===== config.mk =====
export PLATFORM = sky130hd
export DESIGN_NAME = mod_counter_flat
export DESIGN_NICKNAME = d
export VERILOG_FILES = /design/src/rtl/mod_counter_if.sv /design/src/rtl/mod_counter.sv /design/src/flat_wrapper.sv
export SDC_FILE = /design/constraint.sdc
export NUM_CORES = 1
export LEC_CHECK = 0
export BUFFER_PORTS_ARGS = -buffer_cell sky130_fd_sc_hd__clkbuf_2
export CORE_MARGIN = 2
export CORE_UTILIZATION = 45
export DETAILED_ROUTE_END_ITERATION = 10
export GPL_TIMING_DRIVEN = 0
export PLACE_DENSITY = 0.81
export RECOVER_POWER = 50
export SETUP_SLACK_MARGIN = 0.05
export SLEW_MARGIN = 20
export SYNTH_ARGS = -nofsm -noshare
export SYNTH_HDL_FRONTEND = slang
export SYNTH_SLANG_ARGS = --single-unit
export TNS_END_PERCENT = 100

===== constraint.sdc =====
create_clock -name CLK -period 2.31 [get_ports CLK]
set_clock_uncertainty 0.2 [all_clocks]
set_input_delay 0 -clock CLK [delete_from_list [all_inputs] [get_ports CLK]]
set_output_delay 0 -clock CLK [all_outputs]
set_load 0.01 [all_outputs]

===== src/rtl/mod_counter_if.sv =====
// Control/status bundle for mod_counter: control strobes in, count and flags out.
// master drives the controls, slave is the counter itself.
interface mod_counter_if #(
  parameter int WIDTH = 8
);
  logic             EN;
  logic             UP;
  logic             SAT;
  logic             LOAD;
  logic [WIDTH-1:0] LOAD_VAL;
  logic [WIDTH-1:0] COUNT;
  logic             TC;
  logic             OVF;

  modport master (
    output EN, UP, SAT, LOAD, LOAD_VAL,
    input  COUNT, TC, OVF
  );

  modport slave (
    input  EN, UP, SAT, LOAD, LOAD_VAL,
    output COUNT, TC, OVF
  );
endinterface


===== src/rtl/mod_counter.sv =====
// Up/down modulus counter 0..MAX with prescaler, wrap/saturate, parallel load, TC pulse, sticky OVF.
// Latency: COUNT/TC/OVF registered, update on the edge after the tick or load.
// Backpressure: none; EN freezes the prescaler, LOAD overrides any coincident tick.
module mod_counter #(
  parameter int WIDTH    = 8,
  parameter int MAX      = 15,
  parameter int PRESCALE = 1
) (
  input  logic          CLK,
  input  logic          RST,
  mod_counter_if.slave  bus
);

  localparam int               PSW     = (PRESCALE > 1) ? $clog2(PRESCALE) : 1;
  localparam logic [PSW-1:0]   PS_LAST = PSW'(PRESCALE - 1);
  localparam logic [WIDTH-1:0] MAX_V   = WIDTH'(MAX);

  logic [WIDTH-1:0] count_q, count_d;
  logic [PSW-1:0]   ps_q, ps_d;
  logic             tc_q, tc_d;
  logic             ovf_q, ovf_d;
  logic             tick;

  assign tick      = bus.EN && (ps_q == PS_LAST);
  assign bus.COUNT = count_q;
  assign bus.TC    = tc_q;
  assign bus.OVF   = ovf_q;

  always_comb begin
    count_d = count_q;
    ps_d    = ps_q;
    tc_d    = 1'b0;
    ovf_d   = ovf_q;
    if (bus.LOAD) begin
      // Out-of-range load values clamp so COUNT never exceeds MAX.
      count_d = (bus.LOAD_VAL > MAX_V) ? MAX_V : bus.LOAD_VAL;
      ps_d    = '0;
      ovf_d   = 1'b0;
    end else if (bus.EN) begin
      ps_d = tick ? '0 : ps_q + PSW'(1);
      if (tick) begin
        if (bus.UP) begin
          if (count_q == MAX_V) begin
            tc_d    = 1'b1;
            ovf_d   = 1'b1;
            count_d = bus.SAT ? MAX_V : '0;
          end else begin
            count_d = count_q + WIDTH'(1);
          end
        end else begin
          if (count_q == '0) begin
            tc_d    = 1'b1;
            ovf_d   = 1'b1;
            count_d = bus.SAT ? '0 : MAX_V;
          end else begin
            count_d = count_q - WIDTH'(1);
          end
        end
      end
    end
  end

  always_ff @(posedge CLK) begin
    if (RST) begin
      count_q <= '0;
      ps_q    <= '0;
      tc_q    <= 1'b0;
      ovf_q   <= 1'b0;
    end else begin
      count_q <= count_d;
      ps_q    <= ps_d;
      tc_q    <= tc_d;
      ovf_q   <= ovf_d;
    end
  end

endmodule


===== src/flat_wrapper.sv =====
// flat-port wrapper written by rule: the top's interface ports become plain ports
module mod_counter_flat 
#(
  parameter int WIDTH    = 8,
  parameter int MAX      = 15,
  parameter int PRESCALE = 1
)
  (CLK, RST, bus_EN, bus_UP, bus_SAT, bus_LOAD, bus_LOAD_VAL, bus_COUNT, bus_TC, bus_OVF);
  mod_counter_if #(.WIDTH(WIDTH)) bus_i ();
  input  logic CLK;
  input  logic RST;
  input wire logic [$bits(bus_i.EN)-1:0] bus_EN;
  input wire logic [$bits(bus_i.UP)-1:0] bus_UP;
  input wire logic [$bits(bus_i.SAT)-1:0] bus_SAT;
  input wire logic [$bits(bus_i.LOAD)-1:0] bus_LOAD;
  input wire logic [$bits(bus_i.LOAD_VAL)-1:0] bus_LOAD_VAL;
  output wire logic [$bits(bus_i.COUNT)-1:0] bus_COUNT;
  output wire logic [$bits(bus_i.TC)-1:0] bus_TC;
  output wire logic [$bits(bus_i.OVF)-1:0] bus_OVF;
  assign bus_i.EN = bus_EN;
  assign bus_i.UP = bus_UP;
  assign bus_i.SAT = bus_SAT;
  assign bus_i.LOAD = bus_LOAD;
  assign bus_i.LOAD_VAL = bus_LOAD_VAL;
  assign bus_COUNT = bus_i.COUNT;
  assign bus_TC = bus_i.TC;
  assign bus_OVF = bus_i.OVF;
  mod_counter #(.WIDTH(WIDTH), .MAX(MAX), .PRESCALE(PRESCALE)) u_core (.CLK(CLK), .RST(RST), .bus(bus_i));
endmodule

* After elaboration in Yosys (flattened, before gate mapping) *
Index checks and enable logic that the tools add are counted.

cells by class
  $add $sub $neg = 3
  magnitude comparators = 1
  eq/ne operators = 2
  multiplexer cells = 16
  bitwise gates (word level) = 3
  reductions and logical operators = 9

operator list
  operator                                             number
  2-to-1 mux 8 bit                                     7
  adder 8 x 1 -> 8 bit, second input constant          1
  equality test 8 x 4 -> 1 bit, second input constant  1
  > comparator 8 x 4 -> 1 bit, second input constant   1
  zero test 8 bit                                      1
  2-to-1 mux 4 bit                                     2
  subtractor 8 x 1 -> 8 bit, second input constant     1
  2-to-1 mux 1 bit                                     7
  nonzero test 2 bit                                   3
  AND reduction 4 bit                                  1
  OR reduction 4 bit                                   1
  inverter 1 bit                                       3
  != test 2 x 1 -> 1 bit, second input constant        1
  AND reduction 2 bit                                  1
  OR reduction 2 bit                                   1
  adder 1 bit, second input constant                   1
  logical AND 1 bit                                    1

storage, ports and cells
  register bits after elaboration = 11
  input port bits = 14
  output and inout bits = 10
  word-level logic and storage cells = 38

* Logic depth before layout (Yosys ltp) *
  depth in word-level cells = 6
  depth in mapped cells = 7
  gate-level depth less buffers = 7

* Least setup slack after synthesis *
OpenSTA, ideal clock, no wires.

  path type = register to register
  from = register u_core.count_q[0], in the netlist u_core.bus.COUNT[0]
  to = register u_core.count_q[0], in the netlist u_core.bus.COUNT[0]
  library setup time = 112 ps
  arrival = 1,854 ps
  data required time = 1,998 ps
  slack = 144 ps
  cell stages (with the launch flop) = 8
  buffers on the path = 0
  clock period less this slack = 2,166 ps
  cells stage by stage = dfxtp_1 -> inv_1 -> ha_1 -> or4b_4 -> mux2_4 -> o21ai_2 -> nor2_2 -> a2111oi_1

between the ends
  longest elaborated chain between the ends = 6
  elaborated cells between the ends (all ways) = 10
  those cells by class = 2 x add/sub; 1 x eq/ne; 6 x mux; 1 x reduce/logical

RTL lines
  item                                                     line                                  source
  start: declaration                                       mod_counter.sv:18                     logic [WIDTH-1:0] count_q, count_d;
  start signal: assignment                                 mod_counter.sv:70                     count_q <= count_d;
  subtractor 8 x 1 -> 8 bit, or another cell as far along  mod_counter.sv:56                     count_d = count_q - WIDTH'(1);
  2-to-1 mux 8 bit, on equally long branches               mod_counter.sv:51, mod_counter.sv:43
  2-to-1 mux 8 bit *                                       mod_counter.sv:42                     if (bus.UP) begin
  2-to-1 mux 8 bit *                                       mod_counter.sv:41                     if (tick) begin
  2-to-1 mux 8 bit *                                       mod_counter.sv:39                     end else if (bus.EN) begin
  2-to-1 mux 8 bit *                                       mod_counter.sv:34                     if (bus.LOAD) begin

Mark *: on every way between the ends. The rest lies on a longest branch, timed or not. The select of a mux whose other input is x is not followed.
A chain may end at the register's enable or synchronous reset.

* Final worst setup path *
  from = register u_core.count_q[1], in the netlist u_core.bus.COUNT[1]
  to = register u_core.count_q[3], in the netlist u_core.bus.COUNT[3]

The elaborated chain is that of the path after synthesis.

==> impl_metrics.ini <==
[outcome]
outcome = complete, no violations

[synth]
synth_cell_type_count = 43
ys_top_cells_by_area = dfxtp_1 (27%), nor2_1 (5.5%), ha_1 (4.6%), nor3_1 (4.3%), a21oi_1 (3.7%)
yosysTopAreaCell = dfxtp_1
dominantRegCellSynth = dfxtp_1
synth_enable_flop_cells = 0
syn_inst = 103
synth_area_um2 = 816
ys_seq_elements = 11
synth_area_per_cell_um2 = 7.92
yosysSeqAreaShare_pct = 27.0
async_reset_ff_share_pct = 0
yosys_warnings = 0
syn-num-nets = 120
synth_top_area_share_pct = 27.0

[worst_setup_path]
cp_top_family = simple AND/OR/NAND/NOR gates
critPathLaunchType = register
critPathMaxFanout = 8
cpMaxStageDelayCell = or4b_4
regToRegStartpoint = u_core.bus.COUNT[1]
ff2ff_path_depth = 7
r2r_end = u_core.bus.COUNT[3]
arrival_ns = 2.24
r2r_setup_slack_ns = 0.06
crit_type = register to register
crit_buf_inv = 1
path_cells = inv_4 -> ha_4 -> or4b_4 -> mux2_4 -> o21ai_4 -> nor2_4 -> a2111oi_4
endpoint_kind = register
slowest_delay_ns = 0.48
required_ns = 2.30

[sta]
grt_setup_unrepaired = true
worstMarginPinSlew_ns = 0.400
max_slew_margin_pct = 73.1
hold_viol_final = 0
finalWorstPathRequiredPeriod_ns = 2.25
slew_violations = 0
setup_viol = 0
fmax_mhz = 444
holdWs_ns = 0.0419
setup_slack_ns = 0.0575
period_share_pct = 97.5

[layout]
seq_area_um2 = 228
layout.nets = 158
layout_commonest_cell = clkbuf_2
syn2layout_area_growth_pct = 40.6
drive_gt1_share_pct = 29.3
final_cell_area_mm2 = 0.00115
multi_input_area_um2 = 611
final_cell_mix = clkbuf_2 (16), nor2_1 (12), clkbuf_1 (11), dfxtp_1 (9), nand2_1 (8)
diodes = 0
nFillCells = 127

[drt]
drtPass1Iterations = 4
vias = 974
drc = 0
drt_iter0_markers = 36
viasPerCell = 5.90
routedWlPerCell_um = 14.4
ant_nets = 0
drt_wl_total_mm = 2.38

[global_route]
overflow = 0
antenna_found_initial = 0
grt_max_degree = 11
grt_first_pass_wirelength_mm = 3.42
grt_pass1_vias = 821
grtUsageTotal_pct = 21.8

[cts]
clockRootBuffer = clkbuf_4
clk_latency_ns = 0.28
clockBufferDepth = 2
cts_inserted_buffers = 3
cts.sinks = 11
clk_pin_slew_ns = 0.09
cts_tree = done
htree_levels = 1

[power_and_ir_drop]
powerDensity_mw_per_mm2 = 454
swShare_pct = 33.7
p_leak_nw = 0.439
vdd_drop_max_mv = 0.375
intPower_mw = 0.345
power_switching_mw = 0.175
power_frac_seq_pct = 40.5
clockPowerShare_pct = 26.6
combPwrFrac_pct = 32.9

[placed_design]
dp_hpwl_mm = 1.52
port_buffers = 23
postPlaceCellArea_um2 = 962
place.gp.congestion = 0.794
dpl_worst_slack_ns = -0.00950

[floorplan]
num_rows = 15
die_x_um = 46.6
design.core.area_mm2 = 0.00171
ios = 24
die_height_um = 46.6
start_util_pct = 47.8
die_area_mm2 = 0.00217

[min_path]
hold_start = bus_LOAD_VAL[2]
whs_endpoint = u_core.bus.COUNT[2]
hold_depth = 3
hold_path.class = input pin to register

[flow_run]
cap_violations = 0
-- layer usage --
| metal | wire length [um] | share of wire (%) | vias up | GRT usage, % |
|---|---|---|---|---|
| li1 | - | - | 464 | - |
| met5 | 0 | 0 | - | 0 |
| met4 | 29 | 1.2 | 0 | 9.71 |
| met3 | 187 | 7.8 | 6 | 1.57 |
| met2 | 1160 | 49 | 50 | 36.1 |
| met1 | 1000 | 42 | 454 | 28.6 |
-- how the worst max path moves through the flow --
stage	startpoint	endpoint	slack, ns	cells after the start
after floorplan	u_core.bus.COUNT[0]	u_core.bus.COUNT[0]	0.14	7
after global placement	u_core.bus.COUNT[0]	u_core.bus.COUNT[0]	0.05	7
after detailed placement	u_core.bus.COUNT[0]	u_core.bus.COUNT[0]	-0.01	7
after CTS	u_core.bus.COUNT[1]	u_core.bus.COUNT[1]	0.07	7
after global routing	u_core.bus.COUNT[1]	u_core.bus.COUNT[3]	0.01	7
final	u_core.bus.COUNT[1]	u_core.bus.COUNT[3]	0.06	7
-- worst min-delay path, stage by stage --
cell,delay [ns]
clkbuf_2,0.07
o21ai_0,0.15
a211oi_1,0.25
-- layout make-up --
type	count	share of cell area (%)
Timing Repair Buffer	33	17.4
Tap cell	25	2.73
Sequential cell	11	19.8
Multi-Input combinational cell	84	53.2
Inverter	2	1.09
Clock buffer	4	2.29
Buffer	6	3.38
-- kinds of logic (layout without fill, tap and decap cells) --
logic type | Yosys count | in the layout | share of synthesized area [%]
compound gates | 24 | 24 | 21.2
xor+xnor | 3 | 3 | 3.22
fa+ha+maj | 3 | 3 | 4.60
buf+inv | 8 | 45 | 5.52
flops | 11 | 11 | 27.0
mux | 2 | 2 | 3.07
simple gates | 52 | 52 | 35.4
-- Yosys cell counts, types with 2 or more instances --
library cell	count
nand3_1	4
clkbuf_1	3
or4_1	2
ha_1	3
o21ai_0	4
a21oi_1	6
dfxtp_1	11
xor2_1	2
buf_4	2
o311ai_0	2
nor4_1	3
and3_1	2
inv_1	2
nor3_1	7
nor2_1	12
a2111oi_1	2
nand2b_1	2
nand2_1	8
nand4_1	2
-- power groups by stage --
| stage | sequential (mW) | clock (mW) | combinational [mW] |
|---|---|---|---|
| 4_1_cts | 0.210 | 0.134 | 0.146 |
| 6_report | 0.211 | 0.139 | 0.171 |
| 3_5_place_dp | 0.213 | 0 | 0.130 |
| 2_1_floorplan | 0.215 | 0 | 0.0863 |
| 5_1_grt | 0.212 | 0.147 | 0.185 |
| 3_3_place_gp | 0.213 | 0 | 0.127 |
-- state kept, by name, indices dropped and copies added, names as in the netlist --
register,count
u_core.ps_q,1
u_core.bus.TC,1
u_core.bus.COUNT,8
u_core.bus.OVF,1
-- stage by stage --
step	TNS, ns	utilization, %	std cells	total power [mW]
after detailed placement	-0.00950	56.3	151	0.344
after CTS	0	63.2	162	0.489
after global routing	0	67.2	165	0.544
final	0	67.2	165	0.520
after floorplan	0	-	103	0.302
after global placement	0	56.3	151	0.340
-- repair_timing --
action                                  in CTS  in global routing
pin swaps                                    1                  4
hold endpoints to repair                     9                  0
endpoints found under the setup margin       4                  4
setup buffers                                0                  3
gates resized for setup                      5                 14
hold buffers                                 7                  0
Note: power is estimated with default switching activity, not from simulation.
